File: config.mk
export PLATFORM = sky130hd
export DESIGN_NAME = sig_thresh_det_flat
export DESIGN_NICKNAME = d
export VERILOG_FILES = /design/src/rtl/sig_thresh_det_pkg.sv /design/src/rtl/sig_thresh_det_if.sv /design/src/rtl/sig_thresh_det_win_minmax.sv /design/src/rtl/sig_thresh_det.sv /design/src/flat_wrapper.sv
export SDC_FILE = /design/constraint.sdc
export NUM_CORES = 1
export LEC_CHECK = 0
export ABC_AREA = 1
export CORE_MARGIN = 5
export CORE_UTILIZATION = 53
export DETAILED_ROUTE_END_ITERATION = 16
export PLACE_DENSITY = 0.78
export SYNTH_ARGS = -nofsm -noshare
export SYNTH_HDL_FRONTEND = slang
export SYNTH_HIERARCHICAL = 1
export SYNTH_SLANG_ARGS = --single-unit
File: constraint.sdc
create_clock -name clk -period 3.8 [get_ports clk]
set_input_delay 0.38 -clock clk [delete_from_list [all_inputs] [get_ports clk]]
set_output_delay 0.38 -clock clk [all_outputs]
set_load 0.005 [all_outputs]
File: src/rtl/sig_thresh_det_pkg.sv
// Shared constants and types for the signal threshold detector and its bench.
package sig_thresh_det_pkg;

  localparam int PERIOD_W = 16;

  typedef enum logic [1:0] {
    ST_INIT = 2'd0,
    ST_LOW  = 2'd1,
    ST_HIGH = 2'd2
  } cmp_state_e;

  function automatic logic [PERIOD_W-1:0] sat_inc(input logic [PERIOD_W-1:0] v);
    return (v == {PERIOD_W{1'b1}}) ? v : v + PERIOD_W'(1);
  endfunction

endpackage

File: src/rtl/sig_thresh_det_if.sv
// Sample input and sliced/measured outputs of the threshold detector.
// en is a one-way qualifier: in_dat is consumed on every rising clk edge where
// en=1; there is no ready, the detector always accepts. All outputs are registered.
interface sig_thresh_det_if;
  import sig_thresh_det_pkg::*;

  logic [7:0]          in_dat;
  logic                en;
  logic                dig_out;
  logic                rise_pls;
  logic                fall_pls;
  logic [7:0]          vpp;
  logic [7:0]          thr;
  logic                win_vld;
  logic [PERIOD_W-1:0] period;
  logic                period_vld;
  cmp_state_e          state;

  modport master (
    output in_dat, en,
    input  dig_out, rise_pls, fall_pls, vpp, thr, win_vld, period, period_vld, state
  );

  modport slave (
    input  in_dat, en,
    output dig_out, rise_pls, fall_pls, vpp, thr, win_vld, period, period_vld, state
  );
endinterface

File: src/rtl/sig_thresh_det_win_minmax.sv
// Windowed min/max tracker: every WIN enabled samples publishes peak-to-peak
// amplitude and the mid-point slicing threshold.
module win_minmax
  import sig_thresh_det_pkg::*;
#(
  parameter int WIN = 256
) (
  input  logic       clk,
  input  logic       rst,
  input  logic [7:0] in_dat,
  input  logic       en,
  output logic [7:0] vpp,
  output logic [7:0] thr,
  output logic       win_vld
);

  localparam int CNT_W = (WIN > 1) ? $clog2(WIN) : 1;
  localparam logic [CNT_W-1:0] LAST = CNT_W'(WIN - 1);

  logic [CNT_W-1:0] cnt;
  logic [7:0]       run_min, run_max;
  logic [7:0]       nxt_min, nxt_max, span;

  // Running extremes including the current sample; the first sample of a window reloads both.
  always_comb begin
    nxt_min = in_dat;
    nxt_max = in_dat;
    if (cnt != '0) begin
      nxt_min = (in_dat < run_min) ? in_dat : run_min;
      nxt_max = (in_dat > run_max) ? in_dat : run_max;
    end
    span = nxt_max - nxt_min;
  end

  always_ff @(posedge clk or negedge rst) begin
    if (!rst) begin
      cnt     <= '0;
      run_min <= '0;
      run_max <= '0;
      vpp     <= '0;
      thr     <= '0;
      win_vld <= 1'b0;
    end else begin
      win_vld <= 1'b0;
      if (en) begin
        cnt     <= cnt + CNT_W'(1);
        run_min <= nxt_min;
        run_max <= nxt_max;
        if (cnt == LAST) begin
          vpp     <= span;
          thr     <= nxt_min + (span >> 1);
          win_vld <= 1'b1;
        end
      end
    end
  end

endmodule

File: src/rtl/sig_thresh_det.sv
// Hysteresis slicer with adaptive threshold and rising-edge period measurement.
module sig_thresh_det
  import sig_thresh_det_pkg::*;
#(
  parameter int WIN  = 256,
  parameter int HYST = 4
) (
  input  logic             clk,
  input  logic             rst,
  sig_thresh_det_if.slave  bus
);

  logic [7:0]          vpp, thr;
  logic                win_vld;
  cmp_state_e          state;
  logic                dig_out, rise_pls, fall_pls, period_vld;
  logic                win_seen, rise_seen;
  logic [PERIOD_W-1:0] gap, period;
  logic [8:0]          in_ext;
  logic                above, below;

  win_minmax #(.WIN(WIN)) u_win (
    .clk     (clk),
    .rst     (rst),
    .in_dat  (bus.in_dat),
    .en      (bus.en),
    .vpp     (vpp),
    .thr     (thr),
    .win_vld (win_vld)
  );

  // 9-bit compares make the saturated cases (thr+HYST>=255, thr-HYST<=0) unreachable naturally.
  assign in_ext = {1'b0, bus.in_dat};
  assign above  = in_ext > ({1'b0, thr} + 9'(HYST));
  assign below  = (in_ext + 9'(HYST)) < {1'b0, thr};

  always_ff @(posedge clk or negedge rst) begin
    if (!rst) begin
      state      <= ST_INIT;
      dig_out    <= 1'b0;
      rise_pls   <= 1'b0;
      fall_pls   <= 1'b0;
      win_seen   <= 1'b0;
      rise_seen  <= 1'b0;
      gap        <= '0;
      period     <= '0;
      period_vld <= 1'b0;
    end else begin
      rise_pls   <= 1'b0;
      fall_pls   <= 1'b0;
      period_vld <= 1'b0;
      gap        <= sat_inc(gap);
      if (win_vld) win_seen <= 1'b1;
      if (bus.en) begin
        case (state)
          ST_INIT: begin
            if (win_seen || win_vld) begin
              state   <= (bus.in_dat >= thr) ? ST_HIGH : ST_LOW;
              dig_out <= (bus.in_dat >= thr);
            end
          end
          ST_LOW: begin
            if (above) begin
              state     <= ST_HIGH;
              dig_out   <= 1'b1;
              rise_pls  <= 1'b1;
              rise_seen <= 1'b1;
              gap       <= '0;
              // gap holds edges since the last rise minus one, so the distance is gap+1.
              if (rise_seen) begin
                period     <= sat_inc(gap);
                period_vld <= 1'b1;
              end
            end
          end
          ST_HIGH: begin
            if (below) begin
              state    <= ST_LOW;
              dig_out  <= 1'b0;
              fall_pls <= 1'b1;
            end
          end
          default: state <= ST_INIT;
        endcase
      end
    end
  end

  assign bus.vpp        = vpp;
  assign bus.thr        = thr;
  assign bus.win_vld    = win_vld;
  assign bus.dig_out    = dig_out;
  assign bus.rise_pls   = rise_pls;
  assign bus.fall_pls   = fall_pls;
  assign bus.period     = period;
  assign bus.period_vld = period_vld;
  assign bus.state      = state;

endmodule

File: src/flat_wrapper.sv
// flat-port wrapper written by rule: the top's interface ports become plain ports
module sig_thresh_det_flat import sig_thresh_det_pkg::*;
#(
  parameter int WIN  = 256,
  parameter int HYST = 4
)
  (clk, rst, bus_in_dat, bus_en, bus_dig_out, bus_rise_pls, bus_fall_pls, bus_vpp, bus_thr, bus_win_vld, bus_period, bus_period_vld, bus_state);
  sig_thresh_det_if bus_i ();
  input  logic clk;
  input  logic rst;
  input wire logic [$bits(bus_i.in_dat)-1:0] bus_in_dat;
  input wire logic [$bits(bus_i.en)-1:0] bus_en;
  output wire logic [$bits(bus_i.dig_out)-1:0] bus_dig_out;
  output wire logic [$bits(bus_i.rise_pls)-1:0] bus_rise_pls;
  output wire logic [$bits(bus_i.fall_pls)-1:0] bus_fall_pls;
  output wire logic [$bits(bus_i.vpp)-1:0] bus_vpp;
  output wire logic [$bits(bus_i.thr)-1:0] bus_thr;
  output wire logic [$bits(bus_i.win_vld)-1:0] bus_win_vld;
  output wire logic [$bits(bus_i.period)-1:0] bus_period;
  output wire logic [$bits(bus_i.period_vld)-1:0] bus_period_vld;
  output wire logic [$bits(bus_i.state)-1:0] bus_state;
  assign bus_i.in_dat = bus_in_dat;
  assign bus_i.en = bus_en;
  assign bus_dig_out = bus_i.dig_out;
  assign bus_rise_pls = bus_i.rise_pls;
  assign bus_fall_pls = bus_i.fall_pls;
  assign bus_vpp = bus_i.vpp;
  assign bus_thr = bus_i.thr;
  assign bus_win_vld = bus_i.win_vld;
  assign bus_period = bus_i.period;
  assign bus_period_vld = bus_i.period_vld;
  assign bus_state = bus_i.state;
  sig_thresh_det #(.WIN(WIN), .HYST(HYST)) u_core (.clk(clk), .rst(rst), .bus(bus_i));
endmodule
Yosys cells after proc, flatten, opt, wreduce, memory -nomap -nowiden

Index checks and enable logic that the tools add are counted.

Word-level logic and storage cells: 71
Register bits: 81

Muxes and demuxes: 29
Magnitude comparators: 5
Equal/unequal tests: 7
Add/sub/neg operators: 6
Reduce and logical (&&, ||, !) cells: 9

Operator list:

| cell                                                  | number |
|---|---|
| 2-to-1 mux 16 bit                                     | 4 |
| 2-to-1 mux 8 bit                                      | 4 |
| adder 8 x 3 -> 9 bit, second input constant           | 2 |
| adder 16 x 1 -> 16 bit, second input constant         | 1 |
| == test 16 bit, second input constant                 | 1 |
| 2-to-1 mux 1 bit                                      | 15 |
| greater-than comparator 8 x 9 -> 1 bit                | 1 |
| < comparator 9 x 8 -> 1 bit                           | 1 |
| adder 8 x 1 -> 8 bit, second input constant           | 1 |
| adder 8 x 7 -> 8 bit                                  | 1 |
| == test 8 bit, second input constant                  | 1 |
| greater-or-equal comparator 8 bit                     | 1 |
| greater-than comparator 8 bit                         | 1 |
| < comparator 8 bit                                    | 1 |
| 2-to-1 mux 2 bit                                      | 4 |
| AND reduction 4 bit                                   | 2 |
| nonzero test 8 bit                                    | 1 |
| subtractor 8 bit                                      | 1 |
| inequality test 2 x 1 -> 1 bit, second input constant | 3 |
| case mux 2 bit (3 select lines)                       | 1 |
| AND reduction 5 bit                                   | 1 |
| case mux 1 bit (3 select lines)                       | 1 |
| AND reduction 3 bit                                   | 1 |
| nonzero test 3 bit                                    | 1 |
| 5 further kinds                                       | 5 |

Logic depth before layout (Yosys ltp)

Depth after elaboration: 5
Depth in mapped cells: 34

Cells and area by module

Netlist, hierarchy kept.

Modules (own cells, without submodules):

| module         | area an instance (um2) | times used | cells an instance | seq. area each (um2) |
|---|---|---|---|---|
| win_minmax     | 3076.7                 | 1          | 418               | 1026.0 |
| sig_thresh_det | 2717.6                 | 1          | 365               | 1001.0 |

Least setup slack after synthesis

Ideal clock, no wire load.

Kind: reg2reg
Start point: register u_core.u_win.run_max[7]
End point: register u_core.u_win.thr[7]
Stages on the path, launching flop included: 30
Library setup time: 0.132 ns
Path buffers: 1
Setup slack: 0.064 ns
Clock period less this slack: 3.736 ns
Arrival time: 3.604 ns
Required time: 3.668 ns
Cells stage by stage: dfrtp_1 inv_1 ha_1 a21o_1 nor2_1 nand2_1 nand2_2 nand2_2 buf_4 nand2_1 o21ai_0 ha_1 inv_1 nor2_1 nand2_2 nand2_1 nand2_1 nand2_1 inv_1 ha_1 a21o_1 a31oi_1 nor2_1 nor2_1 o21bai_1 nand2_1 nand2_1 a21oi_1 xnor2_1 o21ai_0

Word-level cells in the longest chain between the ends: 5

Ends and longest elaborated chain:

| item                              | RTL line                        | RTL |
|---|---|---|
| from (decl)                       | sig_thresh_det_win_minmax.sv:21 | `logic [7:0] run_min, run_max;` |
| from (signal assigned)            | sig_thresh_det_win_minmax.sv:48 | `run_max <= nxt_max;` |
| greater-than comparator 8 bit     | sig_thresh_det_win_minmax.sv:30 | `nxt_max = (in_dat > run_max) ? in_dat : run_max;` |
| 2-to-1 mux 8 bit                  | sig_thresh_det_win_minmax.sv:30 |  |
| 2-to-1 mux 8 bit                  | sig_thresh_det_win_minmax.sv:28 | `if (cnt != '0) begin` |
| named net u_core.u_win.nxt_max[2] | sig_thresh_det_win_minmax.sv:22 | `logic [7:0] nxt_min, nxt_max, span;` |
| subtractor 8 bit                  | sig_thresh_det_win_minmax.sv:32 | `span = nxt_max - nxt_min;` |
| named net u_core.u_win.span[3]    | sig_thresh_det_win_minmax.sv:22 |  |
| adder 8 x 7 -> 8 bit              | sig_thresh_det_win_minmax.sv:51 | `thr <= nxt_min + (span >> 1);` |
| to (signal assigned)              | sig_thresh_det_win_minmax.sv:51 |  |
| to (decl)                         | sig_thresh_det_win_minmax.sv:13 | `output logic [7:0] thr,` |

The timed path passes the listed nets, and every way through them passes these cells.
A chain may end at the register's enable or synchronous reset.

Worst setup path after layout

Start point: register u_core.u_win.run_min[5]
End point: register u_core.u_win.thr[7]

Word-level cells in the longest chain between the ends: 5

Ends and longest elaborated chain:

| item                              | RTL line                        | RTL |
|---|---|---|
| from (decl)                       | sig_thresh_det_win_minmax.sv:21 |  |
| from (signal assigned)            | sig_thresh_det_win_minmax.sv:47 | `run_min <= nxt_min;` |
| < comparator 8 bit                | sig_thresh_det_win_minmax.sv:29 | `nxt_min = (in_dat < run_min) ? in_dat : run_min;` |
| 2-to-1 mux 8 bit                  | sig_thresh_det_win_minmax.sv:29 |  |
| 2-to-1 mux 8 bit                  | sig_thresh_det_win_minmax.sv:28 |  |
| named net u_core.u_win.nxt_min[0] | sig_thresh_det_win_minmax.sv:22 |  |
| subtractor 8 bit                  | sig_thresh_det_win_minmax.sv:32 |  |
| named net u_core.u_win.span[2]    | sig_thresh_det_win_minmax.sv:22 |  |
| adder 8 x 7 -> 8 bit              | sig_thresh_det_win_minmax.sv:51 |  |

The timed path passes the listed nets, and every way through them passes these cells.

==> flow_summary.yaml <==
route:
  drt-initial-drc-count: 412
  vias: 5397
  via_per_inst: 5.14
  drtAntennaViolNets: 0
  drt_wl_total_mm: 14.5
  post_drt_wl_per_cell_um: 13.8
  dr.pass1.iters: 5
  drc: 0
synth:
  synthAdderAreaFrac_pct: 12.4
  synth_top_family_by_area: "simple AND/OR/NAND/NOR gates"
  synth-seq-area-share_pct: 35.0
  dominantRegCellSynth: "dfrtp_1"
  netlist_area_um2: 5790
  synth_compound_area_share_pct: 7.10
  ys_ff_latch: 81
  ys_types: 43
  async_flop_share_pct: 100
  synth_nets: 851
  syn_inst: 783
  syn_avg_cell_area_um2: 7.40
  synth_edf_count: 0
  synth-simple-area-share_pct: 32.0
  yosysWarnings: 6
  muxShareOfSynthArea_pct: 0
  synth_xor_area_share_pct: 3.93
outcome:
  outcome: "finished clean"
worst_setup_path:
  worstPathMaxFanout: 7
  critPathArrivalTime_ps: 3990
  cp-end-kind: "register"
  crit_required_ps: 4020
  start_kind: "register"
  criticalPathCategory: "reg -> reg"
clock_network:
  clockBufferDepth: 2
  clk_latency_ps: 370
  ctsHtreeMaxLevel: 3
  cts_tree: "built"
  clock-sinks: 81
  holdBufCountCts: 0
  cts_buffers: 9
  cts-root-buf: "clkbuf_8"
  path_clk_slew_ps: 90
floorplanning:
  start_util_pct: 53.7
  die_h_um: 115
  core_area_um2: 10800
  dieArea_um2: 13100
  die_w_um: 115
  rows: 38
  pin_count: 50
sta:
  setup_viol: 0
  fin_skew_ps: 15.4
  fin_crit_ps: 3760
  slew_viol_final: 0
  fmax_mhz: 266
  worst_pin_slew_ps: 1030
  rsz0062_at_grt: "yes"
  hold_viol_final: 0
  setup_ws_ps: 38.6
  slew_headroom_pct: 31.4
  fin_crit_sh_pct: 99.0
cells_and_area:
  drive_gt1_share_pct: 20.8
  seqCellArea_um2: 2030
  fin_cells: 1050
  antenna_cells: 0
  fillers: 849
  final_cell_mix: "nand2_1, inv_1, dfrtp_1, buf_4, nand3_1"
  design_area_um2: 7380
  multi_input_area_um2: 3440
  layout_commonest_cell: "nand2_1"
  nets: 973
  area_growth_pct: 27.4
power_and_ir_drop:
  seqPwrFrac_pct: 17.7
  swShare_pct: 45.7
  powerDensity_nw_per_um2: 992
  p_switching_uw: 3350
  pwr-share-clk_pct: 8.9
  p_int_uw: 3980
  ir_worst_vdd_mv: 0.827
  combPwrFrac_pct: 73.4
  leakagePower_uw: 0.00394
global_routing:
  grt_overflow: 0
  grt_pass1_wl_mm: 23.4
  antenna_found_initial: 0
  grt.total_usage_pct: 22.0
  grt_max_degree: 82
  grt_pass1_vias: 5193
worst_hold_path:
  holdCritPathClass: "in -> async"
run:
  drv_cap: 0
placed_design:
  placed_area_um2: 6850
  port_buffers: 49
  place.gp.congestion: 0.903
  post-place-ws_ps: -445
  hpwl_mm: 10.2
  dp.cells: 1023
## cell usage after synthesis (4+ instances only)
cell	n	share of area [%]
or2_2	4	0.43
ha_1	56	12
nand2_2	15	1.6
nor2_1	38	2.5
nand2_4	5	0.97
xor2_1	18	2.7
buf_6	4	0.78
nand2_1	253	16
inv_1	123	8.0
nand4_1	7	0.76
dfrtp_1	81	35
xnor2_1	8	1.2
a21oi_1	15	1.3
nor3_1	12	1.0
nand3_1	52	4.5
clkbuf_1	5	0.32
nor2_2	4	0.43
o21ai_0	41	3.5
## metrics by stage
| step | power, µW | setup TNS [ps] | hold slack [ps] | utilization [%] |
|---|---|---|---|---|
| after detailed placement | 5720 | -1580 | 438 | 63.4 |
| final | 7330 | 0 | 167 | 68.4 |
| after CTS | 6420 | 0 | 216 | 65.3 |
| after global routing | 7960 | -361 | 258 | 68.4 |
| after floorplan | 3910 | 0 | 84.4 | - |
| after global placement | 5640 | -903 | 435 | 63.4 |
## final timing paths
kind	start	to	slack, ps	cells past startpoint
max	u_core/u_win/run_min[5]$_DFFE_PN0P_	u_core/u_win/thr[7]$_DFFE_PN0P_	40	27
min	rst	u_core/u_win/run_min[0]$_DFFE_PN0P_	170	1
max reg2reg	u_core/u_win/run_min[5]$_DFFE_PN0P_	u_core/u_win/thr[7]$_DFFE_PN0P_	40	27
min reg2reg	u_core/win_seen$_DFFE_PN0P_	u_core/win_seen$_DFFE_PN0P_	470	1
max in group asynchronous	rst	u_core/u_win/cnt[7]$_DFFE_PN0P_	2940	1
min in group clk	u_core/win_seen$_DFFE_PN0P_	u_core/win_seen$_DFFE_PN0P_	470	1
## critical path: stages (launching register included)
cell	delay (ps)
dfrtp_1	420
inv_2	90
ha_4	200
a21oi_2	110
nor2_1	60
nor3_2	170
nand2_2	100
nand2_4	130
nand2_1	100
o21ai_2	100
ha_2	240
inv_2	60
ha_4	160
inv_2	60
nand2_4	50
xor2_2	180
inv_2	80
ha_4	160
a21o_1	200
a31oi_4	160
nor2_1	60
nor2_1	100
o21bai_1	90
nand2_1	90
nand2_1	70
a21oi_2	150
xnor2_1	140
o21ai_1	70
## final cells by class
type / instances / share of cell area [%]
timing repair buffer: 122 / 14.4
multi-input combinational: 564 / 46.6
clock inverter: 7 / 1.05
clock buffer: 9 / 1.68
tap: 140 / 2.37
sequential: 81 / 27.5
inverter: 127 / 6.49
## logic make-up after synthesis
| family | Yosys count |
|---|---|
| compound gates | 73 |
| xor+xnor | 26 |
| fa+ha+maj | 57 |
| buf+inv | 138 |
| flops | 81 |
| simple gates | 408 |
## sequential cells by signal (all words and copies together) (netlist names)
name                   cells
u_core/bus.fall_pls        1
u_core/bus.period_vld      1
u_core/rise_seen           1
u_core/bus.state           2
u_core/u_win/win_vld       1
u_core/u_win/run_min       8
u_core/bus.period         16
u_core/gap                16
u_core/bus.dig_out         1
u_core/win_seen            1
u_core/u_win/vpp           8
u_core/u_win/cnt           8
u_core/u_win/run_max       8
u_core/bus.rise_pls        1
u_core/u_win/thr           8
## power groups by stage
stage / logic, µW / clock network [µW] / registers [µW]
6_report: 5380 / 650 / 1300
5_1_grt: 5920 / 707 / 1330
3_5_place_dp: 4410 / 0 / 1300
4_1_cts: 4470 / 669 / 1290
3_3_place_gp: 4340 / 0 / 1300
2_1_floorplan: 2650 / 0 / 1260
## metal layers
metal,vias up,wire (µm),global-route usage (%)
met1,2515,6200,27.4
met3,37,603,4.65
li1,2710,-,-
met4,0,367,6.33
met5,-,0,0
met2,135,7300,38.4
## repair_timing
action / 4_1_cts / 5_1_grt
setup endpoints to repair: 2 / 5
gates resized for setup: 2 / 74
pin swaps: 1 / 39
gates cloned: 0 / 0
setup buffers: 1 / 10
Power figures use the tool's default switching activity.
